--- src/rtl/mem_load_unit.sv ---
// Multicycle load-capture stage: strobes data memory for MEM_LAT cycles, then
// extracts/extends the addressed byte, halfword or word into the MDR.
module mem_load_unit #(
    parameter int MEM_LAT = 2
) (
    input  logic        clk,
    input  logic        reset,
    input  logic        start,
    input  logic [1:0]  size,
    input  logic        unsigned_ld,
    input  logic [1:0]  addr_lo,
    input  logic [31:0] mem_rdata,
    output logic        mem_rd,
    output logic        busy,
    output logic        done,
    output logic        misaligned,
    output logic [31:0] mdr_out
);

    localparam int CW = (MEM_LAT > 1) ? $clog2(MEM_LAT) : 1;
    localparam logic [CW-1:0] CNT_LAST = CW'(MEM_LAT - 1);

    localparam logic [1:0] S_IDLE = 2'd0;
    localparam logic [1:0] S_WAIT = 2'd1;
    localparam logic [1:0] S_DONE = 2'd2;

    logic [1:0]    state_q, state_d;
    logic [CW-1:0] cnt_q, cnt_d;
    logic [1:0]    size_q, size_d;
    logic          uns_q, uns_d;
    logic [1:0]    addr_q, addr_d;
    logic [31:0]   mdr_q, mdr_d;
    logic          mis_q, mis_d;

    logic          req_bad;
    logic [7:0]    byte_sel;
    logic [15:0]   half_sel;
    logic [31:0]   load_val;

    // Halves must be 2-byte aligned; words (and the 11 encoding) 4-byte aligned.
    assign req_bad = ((size == 2'b01) && addr_lo[0]) ||
                     (size[1] && (addr_lo != 2'b00));

    always_comb begin
        byte_sel = mem_rdata[7:0];
        case (addr_q)
            2'd0:    byte_sel = mem_rdata[7:0];
            2'd1:    byte_sel = mem_rdata[15:8];
            2'd2:    byte_sel = mem_rdata[23:16];
            default: byte_sel = mem_rdata[31:24];
        endcase
        half_sel = addr_q[1] ? mem_rdata[31:16] : mem_rdata[15:0];

        load_val = mem_rdata;
        case (size_q)
            2'b00:   load_val = uns_q ? {24'b0, byte_sel}
                                      : {{24{byte_sel[7]}}, byte_sel};
            2'b01:   load_val = uns_q ? {16'b0, half_sel}
                                      : {{16{half_sel[15]}}, half_sel};
            default: load_val = mem_rdata;
        endcase
    end

    always_comb begin
        state_d = state_q;
        cnt_d   = cnt_q;
        size_d  = size_q;
        uns_d   = uns_q;
        addr_d  = addr_q;
        mdr_d   = mdr_q;
        mis_d   = 1'b0;
        case (state_q)
            S_IDLE: begin
                if (start) begin
                    if (req_bad) begin
                        mis_d = 1'b1;
                    end else begin
                        size_d  = size;
                        uns_d   = unsigned_ld;
                        addr_d  = addr_lo;
                        cnt_d   = '0;
                        state_d = S_WAIT;
                    end
                end
            end
            S_WAIT: begin
                if (cnt_q == CNT_LAST) begin
                    cnt_d   = '0;
                    mdr_d   = load_val;
                    state_d = S_DONE;
                end else begin
                    cnt_d = cnt_q + CW'(1);
                end
            end
            S_DONE: begin
                state_d = S_IDLE;
            end
            default: begin
                state_d = S_IDLE;
            end
        endcase
    end

    always_ff @(posedge clk) begin
        if (reset) begin
            state_q <= S_IDLE;
            cnt_q   <= '0;
            size_q  <= '0;
            uns_q   <= 1'b0;
            addr_q  <= '0;
            mdr_q   <= '0;
            mis_q   <= 1'b0;
        end else begin
            state_q <= state_d;
            cnt_q   <= cnt_d;
            size_q  <= size_d;
            uns_q   <= uns_d;
            addr_q  <= addr_d;
            mdr_q   <= mdr_d;
            mis_q   <= mis_d;
        end
    end

    assign mem_rd     = (state_q == S_WAIT);
    assign busy       = (state_q != S_IDLE);
    assign done       = (state_q == S_DONE);
    assign misaligned = mis_q;
    assign mdr_out    = mdr_q;

endmodule

--- config.mk ---
export PLATFORM = sky130hd
export DESIGN_NAME = mem_load_unit
export DESIGN_NICKNAME = d
export VERILOG_FILES = /design/src/rtl/mem_load_unit.sv
export SDC_FILE = /design/constraint.sdc
export NUM_CORES = 1
export LEC_CHECK = 0
export CORE_ASPECT_RATIO = 1.75
export CORE_MARGIN = 1.5
export CORE_UTILIZATION = 25
export CTS_CLUSTER_SIZE = 20
export DETAILED_ROUTE_END_ITERATION = 10
export SLEW_MARGIN = 15
export SYNTH_ARGS = -nofsm -noshare
export SYNTH_HDL_FRONTEND = slang
export SYNTH_SLANG_ARGS = --single-unit
--- constraint.sdc ---
create_clock -name clk -period 1.5 [get_ports clk]
set_clock_uncertainty 0.1 [all_clocks]
set_input_delay 0.15 -clock clk [delete_from_list [all_inputs] [get_ports clk]]
set_output_delay 0.15 -clock clk [all_outputs]
set_load 0.01 [all_outputs]
==> impl_metrics.py, run 1 <==
metrics = {
    "outcome": {
        "status": "finished with violations",
        "failed_checks": "negative setup slack",
    },
    "flow_run": {
        "maxCapViolCount": 0,
    },
    "setup_path": {
        "start_kind": "register",
        "cp_max_fo": 7,
        "cp.arrival_ps": 1570,
        "worstSetupEndpointType": "register",
        "critPathLaunch": "state_q[1]$_SDFFE_PP0P_",
        "r2r-start": "state_q[1]$_SDFFE_PP0P_",
        "r2r-end": "mdr_out[5]$_SDFFE_PP0P_",
        "crit_end": "mdr_out[5]$_SDFFE_PP0P_",
        "crit_required_ps": 1560,
        "slowest_stage": "dfxtp_4",
        "worst_path_largest_cell_delay_ps": 370,
        "reg2reg_setup_slack_ps": -10,
        "critical_path_class": "reg2reg",
        "path_cells": "and3b_2 -> nand4_1 -> buf_6 -> a21oi_1 -> or3_1",
        "ff2ff_path_depth": 5,
    },
    "clock_tree": {
        "clock_latency_ps": 280,
        "cts_num_sinks": 41,
        "cts_tree": "built",
        "cts_buffers": 5,
        "cts_root_buf": "clkbuf_16",
        "clk_pin_slew_ps": 60,
        "htree_levels": 2,
        "clk_path_buf_depth": 2,
        "holdBufCountCts": 0,
    },
    "floorplanning": {
        "start_util": 0.257,
        "num_rows": 43,
        "die_h_um": 122,
        "io_pins": 76,
        "dieArea_sq_um": 8700,
        "coreArea_sq_um": 7910,
        "die_w_um": 71.2,
    },
    "final_layout": {
        "areaGrowthSynthToFinish_pct": 67.1,
        "final_cells": 460,
        "final_common_cell": "clkdlybuf4s50_1",
        "drive_above_1_share": 0.219,
        "n_antenna_cell": 0,
        "most-common-layout-cells": "clkdlybuf4s50_1, nand2_1, dfxtp_1, buf_4, a21oi_1",
        "nets": 409,
        "nFillCells": 795,
    },
    "synthesis": {
        "ys_ff_latch": 41,
        "yosysTopAreaCellShare": 0.404,
        "yosysWarnings": 0,
        "synth_edf_count": 0,
        "syn_area_per_cell_sq_um": 7.56,
        "netlist_area_sq_um": 2030,
        "ys.flop_type": "dfxtp_1",
        "seq_area_frac_synth": 0.404,
        "ys_types": 34,
        "synthArstFlopShare": 0,
        "yosysTopAreaCell": "dfxtp_1",
        "syn_inst": 269,
        "syn-num-nets": 309,
        "synth.area.top_cells": "dfxtp_1, nand2_1, a21oi_1, o21ai_0, nand3_1",
    },
    "sta": {
        "fin_ws_ps": -11.5,
        "finalCriticalPeriod_ps": 1510,
        "rsz0062_at_grt": "yes",
        "worst_pin_slew_ps": 305,
        "drv_slew": 0,
        "relSlewSlack": 0.795,
        "hold_viol_final": 0,
        "setup_viol": 12,
        "hold_ws_ps": 372,
        "final.period_utilization": 1.01,
        "fmax_mhz": 662,
    },
    "placement": {
        "place_hpwl_mm": 5.18,
        "place_congestion": 0.773,
        "dp_cells": 442,
        "io_buffers": 75,
    },
    "power": {
        "ir_drop_v": 0.000385,
        "p_leak_uw": 0.00126,
        "p_per_area_nw_per_um2": 787,
    },
    "detailed_routing": {
        "drt_pass1_iterations": 4,
        "drt_wl_total_mm": 7.00,
        "vias_per_cell": 5.06,
        "post_drt_wl_per_cell_um": 15.2,
        "final_antenna_net_count": 0,
        "drc": 0,
        "dr.first_iter.drc_count": 196,
        "via_count": 2328,
    },
    "global_route": {
        "grt-ovfl-total": 0,
        "grt_pass1_vias": 2256,
        "grt_pass1_wl_mm": 11.0,
        "grt_usage": 0.159,
        "grt_max_degree": 21,
        "antenna_found_initial": 0,
    },
    "worst_hold_path": {
        "holdCritPathClass": "in2reg",
    },
}
## state kept, by name, summed over array words and instances, names as in the netlist
register	cells
addr_q	2
cnt_q	1
mdr_out	32
state_q	2
misaligned	1
uns_q	1
size_q	2
## critical path, delay by kind of cell (launching register included)
kind	cells	cell delay (ps)
AO/OA/AOI/OAI	1	50
buffers and inverters	1	150
AND/OR/NAND/NOR	3	720
flip-flops	1	370
## cell type report
cell class,instances,area (sq um),area share
clock buffer,6,129,0.0379
tap,90,113,0.0331
multi-input combinational,203,1200,0.353
inverter,2,7.51,0.00221
clock inverter,2,15.0,0.00442
timing repair buffer,116,1090,0.322
sequential,41,838,0.247
## routing by layer
| layer | wire length, um | track usage | up-vias |
|---|---|---|---|
| met1 | 2730 | 0.186 | 1065 |
| met5 | 0 | 0 | - |
| met2 | 3750 | 0.285 | 89 |
| met3 | 314 | 0.0205 | 18 |
| met4 | 203 | 0.0719 | 0 |
| li1 | - | - | 1156 |
## report_power, final
group / switching [uW] / internal (uW) / total (uW)
Sequential: 25.3 / 1120 / 1140
Clock: 438 / 617 / 1050
Combinational: 214 / 263 / 477
## cells in the mapped netlist, types with 3 or more instances
library cell / instances
nand2_1: 54
or3_1: 8
nand3_1: 14
a211oi_1: 7
clkbuf_1: 9
a32oi_1: 7
dfxtp_1: 41
o21ai_0: 22
mux2i_1: 5
nor2b_1: 3
nand3b_1: 5
a21oi_1: 37
buf_2: 10
a31oi_1: 8
nor2_1: 13
## logic make-up after synthesis
group                  synth area share
buffers and inverters            0.0597
and+or+nand+nor                   0.260
DFF                               0.404
AOI/OAI and AO/OA                 0.252
muxes                            0.0246
## per-stage QoR
step | utilization | worst slack, ps | TNS, ps | area (sq um) | total power (uW)
finish | 0.430 | -11.5 | -55.6 | 3400 | 2670
floorplan | - | 1.17 | 0 | 2040 | 1330
detailed placement | 0.382 | -296 | -6390 | 3020 | 1600
CTS | 0.412 | -9.59 | -9.59 | 3260 | 2660
global route | 0.430 | -66.4 | -1050 | 3400 | 2770
global placement | 0.382 | -239 | -5310 | 3020 | 1600
## worst min path at each step
| stage | startpoint | end | slack [ps] | depth (start not counted) |
|---|---|---|---|---|
| finish | mem_rdata[17] | mdr_out[17]$_SDFFE_PP0P_ | 370 | 3 |
| CTS | mem_rdata[17] | mdr_out[17]$_SDFFE_PP0P_ | 370 | 3 |
| global route | mem_rdata[17] | mdr_out[17]$_SDFFE_PP0P_ | 370 | 3 |
| global placement | uns_q$_SDFFE_PP0P_ | uns_q$_SDFFE_PP0P_ | 400 | 2 |
| floorplan | mem_rdata[25] | mdr_out[25]$_SDFFE_PP0P_ | 190 | 2 |
| detailed placement | mdr_out[30]$_SDFFE_PP0P_ | mdr_out[30]$_SDFFE_PP0P_ | 400 | 2 |
## timing repair
item / CTS / global route
resized for setup: 26 / 23
setup buffers: 3 / 7
cloned: 0 / 1
pin swaps: 3 / 10
endpoints found under the setup margin: 28 / 35
No activity file was read; power rests on OpenSTA's default activity.
==> run 2, diff against run 1 <==
--- a/config.mk
+++ b/config.mk
@@ -5,11 +5,11 @@
 export SDC_FILE = /design/constraint.sdc
 export NUM_CORES = 1
 export LEC_CHECK = 0
-export CORE_ASPECT_RATIO = 1.75
 export CORE_MARGIN = 1.5
-export CORE_UTILIZATION = 25
+export CORE_UTILIZATION = 40
 export CTS_CLUSTER_SIZE = 20
 export DETAILED_ROUTE_END_ITERATION = 10
+export PLACE_DENSITY = 0.76
 export SLEW_MARGIN = 15
 export SYNTH_ARGS = -nofsm -noshare
 export SYNTH_HDL_FRONTEND = slang
==> run 2 against run 1 <==
Compared with the run above:
- the run still ends with negative setup slack left
- design area fell by 6.3%
- hold slack lost 2.5 ps
- wire length is 7.4% lower
- critical path depth is 1 lower
- first-iteration DRC count grew 19%
- non-clock buffer count down 7
- critical endpoint is now size_q[0]$_SDFFE_PP0P_
==> impl_metrics.py, run 2 (synthesized netlist as in run 1, its figures left out) <==
metrics = {
    "sta": {
        "final.period_utilization": 1.00,
        "rsz0062_at_grt": "yes",
        "worst_pin_slew_ps": 510,
        "hold_viol_final": 0,
        "drv_slew": 0,
        "fin_ws_ps": -6.10,
        "relSlewSlack": 0.658,
        "fmax_mhz": 664,
        "hold_ws_ps": 369,
        "finalCriticalPeriod_ps": 1510,
        "setup_viol": 1,
    },
    "global_route": {
        "use_met2": 0.409,
        "grt_max_degree": 36,
        "grt-ovfl-total": 0,
        "grt_util_met1": 0.305,
        "grt.busiest_layer": "met2",
        "grt_pass1_vias": 2150,
        "met3_usage": 0.0515,
        "antenna_found_initial": 0,
        "grt_pass1_wl_mm": 10.1,
        "grt_usage": 0.241,
    },
    "detailed_routing": {
        "via_count": 2357,
        "drt_wl_total_mm": 6.48,
        "dr.first_iter.drc_count": 234,
        "vias_per_cell": 5.48,
        "drc": 0,
        "post_drt_wl_per_cell_um": 15.1,
        "drt_pass1_iterations": 5,
        "final_antenna_net_count": 0,
    },
    "flow_run": {
        "maxCapViolCount": 0,
    },
    "worst_hold_path": {
        "holdCritPathClass": "in2reg",
        "hp-start": "mem_rdata[16]",
        "holdPathStages": 3,
        "holdPathEnd": "mdr_out[16]$_SDFFE_PP0P_",
    },
    "clock_tree": {
        "htree_levels": 2,
        "holdBufCountCts": 0,
        "cts_buffers": 5,
        "cts_tree": "built",
        "cts_root_buf": "clkbuf_8",
        "clk_path_buf_depth": 2,
        "clk_pin_slew_ps": 80,
        "cts_num_sinks": 41,
        "clock_latency_ps": 300,
    },
    "floorplanning": {
        "io_pins": 76,
        "dieArea_sq_um": 5520,
        "coreArea_sq_um": 4820,
        "start_util": 0.422,
        "die_w_um": 74.3,
        "die_h_um": 74.3,
        "num_rows": 25,
    },
    "final_layout": {
        "nets": 402,
        "n_antenna_cell": 0,
        "areaGrowthSynthToFinish_pct": 56.7,
        "final_common_cell": "clkdlybuf4s50_1",
        "most-common-layout-cells": "clkdlybuf4s50_1, nand2_1, dfxtp_1, a21oi_1, buf_4",
        "regArea_sq_um": 827,
        "nFillCells": 428,
        "drive_above_1_share": 0.185,
        "multiInputGateArea_sq_um": 1160,
        "final_cells": 430,
        "design_area_sq_um": 3190,
        "largest_reg_flops": 32,
    },
    "outcome": {
        "status": "finished with violations",
        "failed_checks": "negative setup slack",
    },
    "power": {
        "p_leak_uw": 0.00120,
        "p_comb_frac": 0.193,
        "p_switching_uw": 624,
        "p_per_area_nw_per_um2": 724,
        "power.internal_uw": 1680,
        "swShare": 0.271,
        "total_power_uw": 2310,
        "ir_drop_v": 0.000436,
        "pwr-share-seq": 0.495,
        "p_clk_frac": 0.312,
    },
    "setup_path": {
        "crit_buf_inv": 0,
        "cp_top_family": "simple AND/OR/NAND/NOR gates",
        "critical_path_class": "reg2reg",
        "path_cells": "or3b_4 -> nand3b_1 -> mux2i_1 -> nor2_1",
        "cp.arrival_ps": 1600,
        "cp_max_fo": 6,
        "worst_path_largest_cell_delay_ps": 420,
        "worstSetupEndpointType": "register",
        "start_kind": "register",
        "reg2reg_setup_slack_ps": -6,
        "r2r-start": "state_q[1]$_SDFFE_PP0P_",
        "crit_required_ps": 1590,
        "slowest_stage": "or3b_4",
        "ff2ff_path_depth": 4,
        "r2r-end": "size_q[0]$_SDFFE_PP0P_",
    },
    "placement": {
        "place_hpwl_mm": 4.67,
        "io_buffers": 75,
        "dp_cells": 419,
        "place_congestion": 0.872,
        "post_dp_cell_area_sq_um": 3010,
        "place_ws_ps": -303,
    },
}
[run 2: cell types whose count changed in the layout (fill, tap and decap cells not counted), moves of 4 or more]
cell       previous run  this run
a21oi_1              30        34
a21oi_2               8         4
clkbuf_16             6         0
clkbuf_8              0         5
[run 2: timing repair]
item	CTS	global route
pin swaps	4	9
gates resized for setup	18	11
endpoints found under the setup margin	33	36
setup buffers	2	2
[run 2: worst max path at each step]
stage	depth (start not counted)	from	slack, ps	end
after global placement	5	start	-230	addr_q[1]$_SDFFE_PP0P_
after CTS	4	state_q[0]$_SDFFE_PP0P_	-20	addr_q[1]$_SDFFE_PP0P_
after floorplan	6	state_q[1]$_SDFFE_PP0P_	1	mdr_out[5]$_SDFFE_PP0P_
after global routing	6	addr_q[0]$_SDFFE_PP0P_	-70	mdr_out[15]$_SDFFE_PP0P_
final	4	state_q[1]$_SDFFE_PP0P_	-6	size_q[0]$_SDFFE_PP0P_
after detailed placement	5	start	-300	addr_q[1]$_SDFFE_PP0P_
[run 2: metrics by stage]
stage | util | setup TNS [ps]
after floorplan | - | 0
after global placement | 0.624 | -2510
after detailed placement | 0.624 | -3950
after CTS | 0.651 | -26.1
after global routing | 0.661 | -1340
final | 0.661 | -6.10
[run 2: power by group through the flow]
stage	Combinational, uW	Clock (uW)	Sequential (uW)
global route	476	781	1150
floorplan	166	0	1170
CTS	434	731	1140
global placement	419	0	1170
finish	445	720	1140
detailed placement	423	0	1170
[run 2: per-layer routing]
layer  routed length, um  part of all wire
met1                2770              0.43
met2                3090              0.48
met3                 510             0.079
met4                 110             0.017
met5                   0                 0
[run 2: area by class of cell]
type,instances,area share
clock inverter,3,0.00550
multi-input combinational,203,0.365
sequential,41,0.260
clock buffer,5,0.0216
timing repair buffer,109,0.320
tap,67,0.0263
inverter,2,0.00236
[run 2: worst reg2reg max path, cell delays in order, from the launching register on]
cell and delay, ps:
dfxtp_4 360, or3b_4 420, nand3b_1 250, mux2i_1 210
nor2_1 50
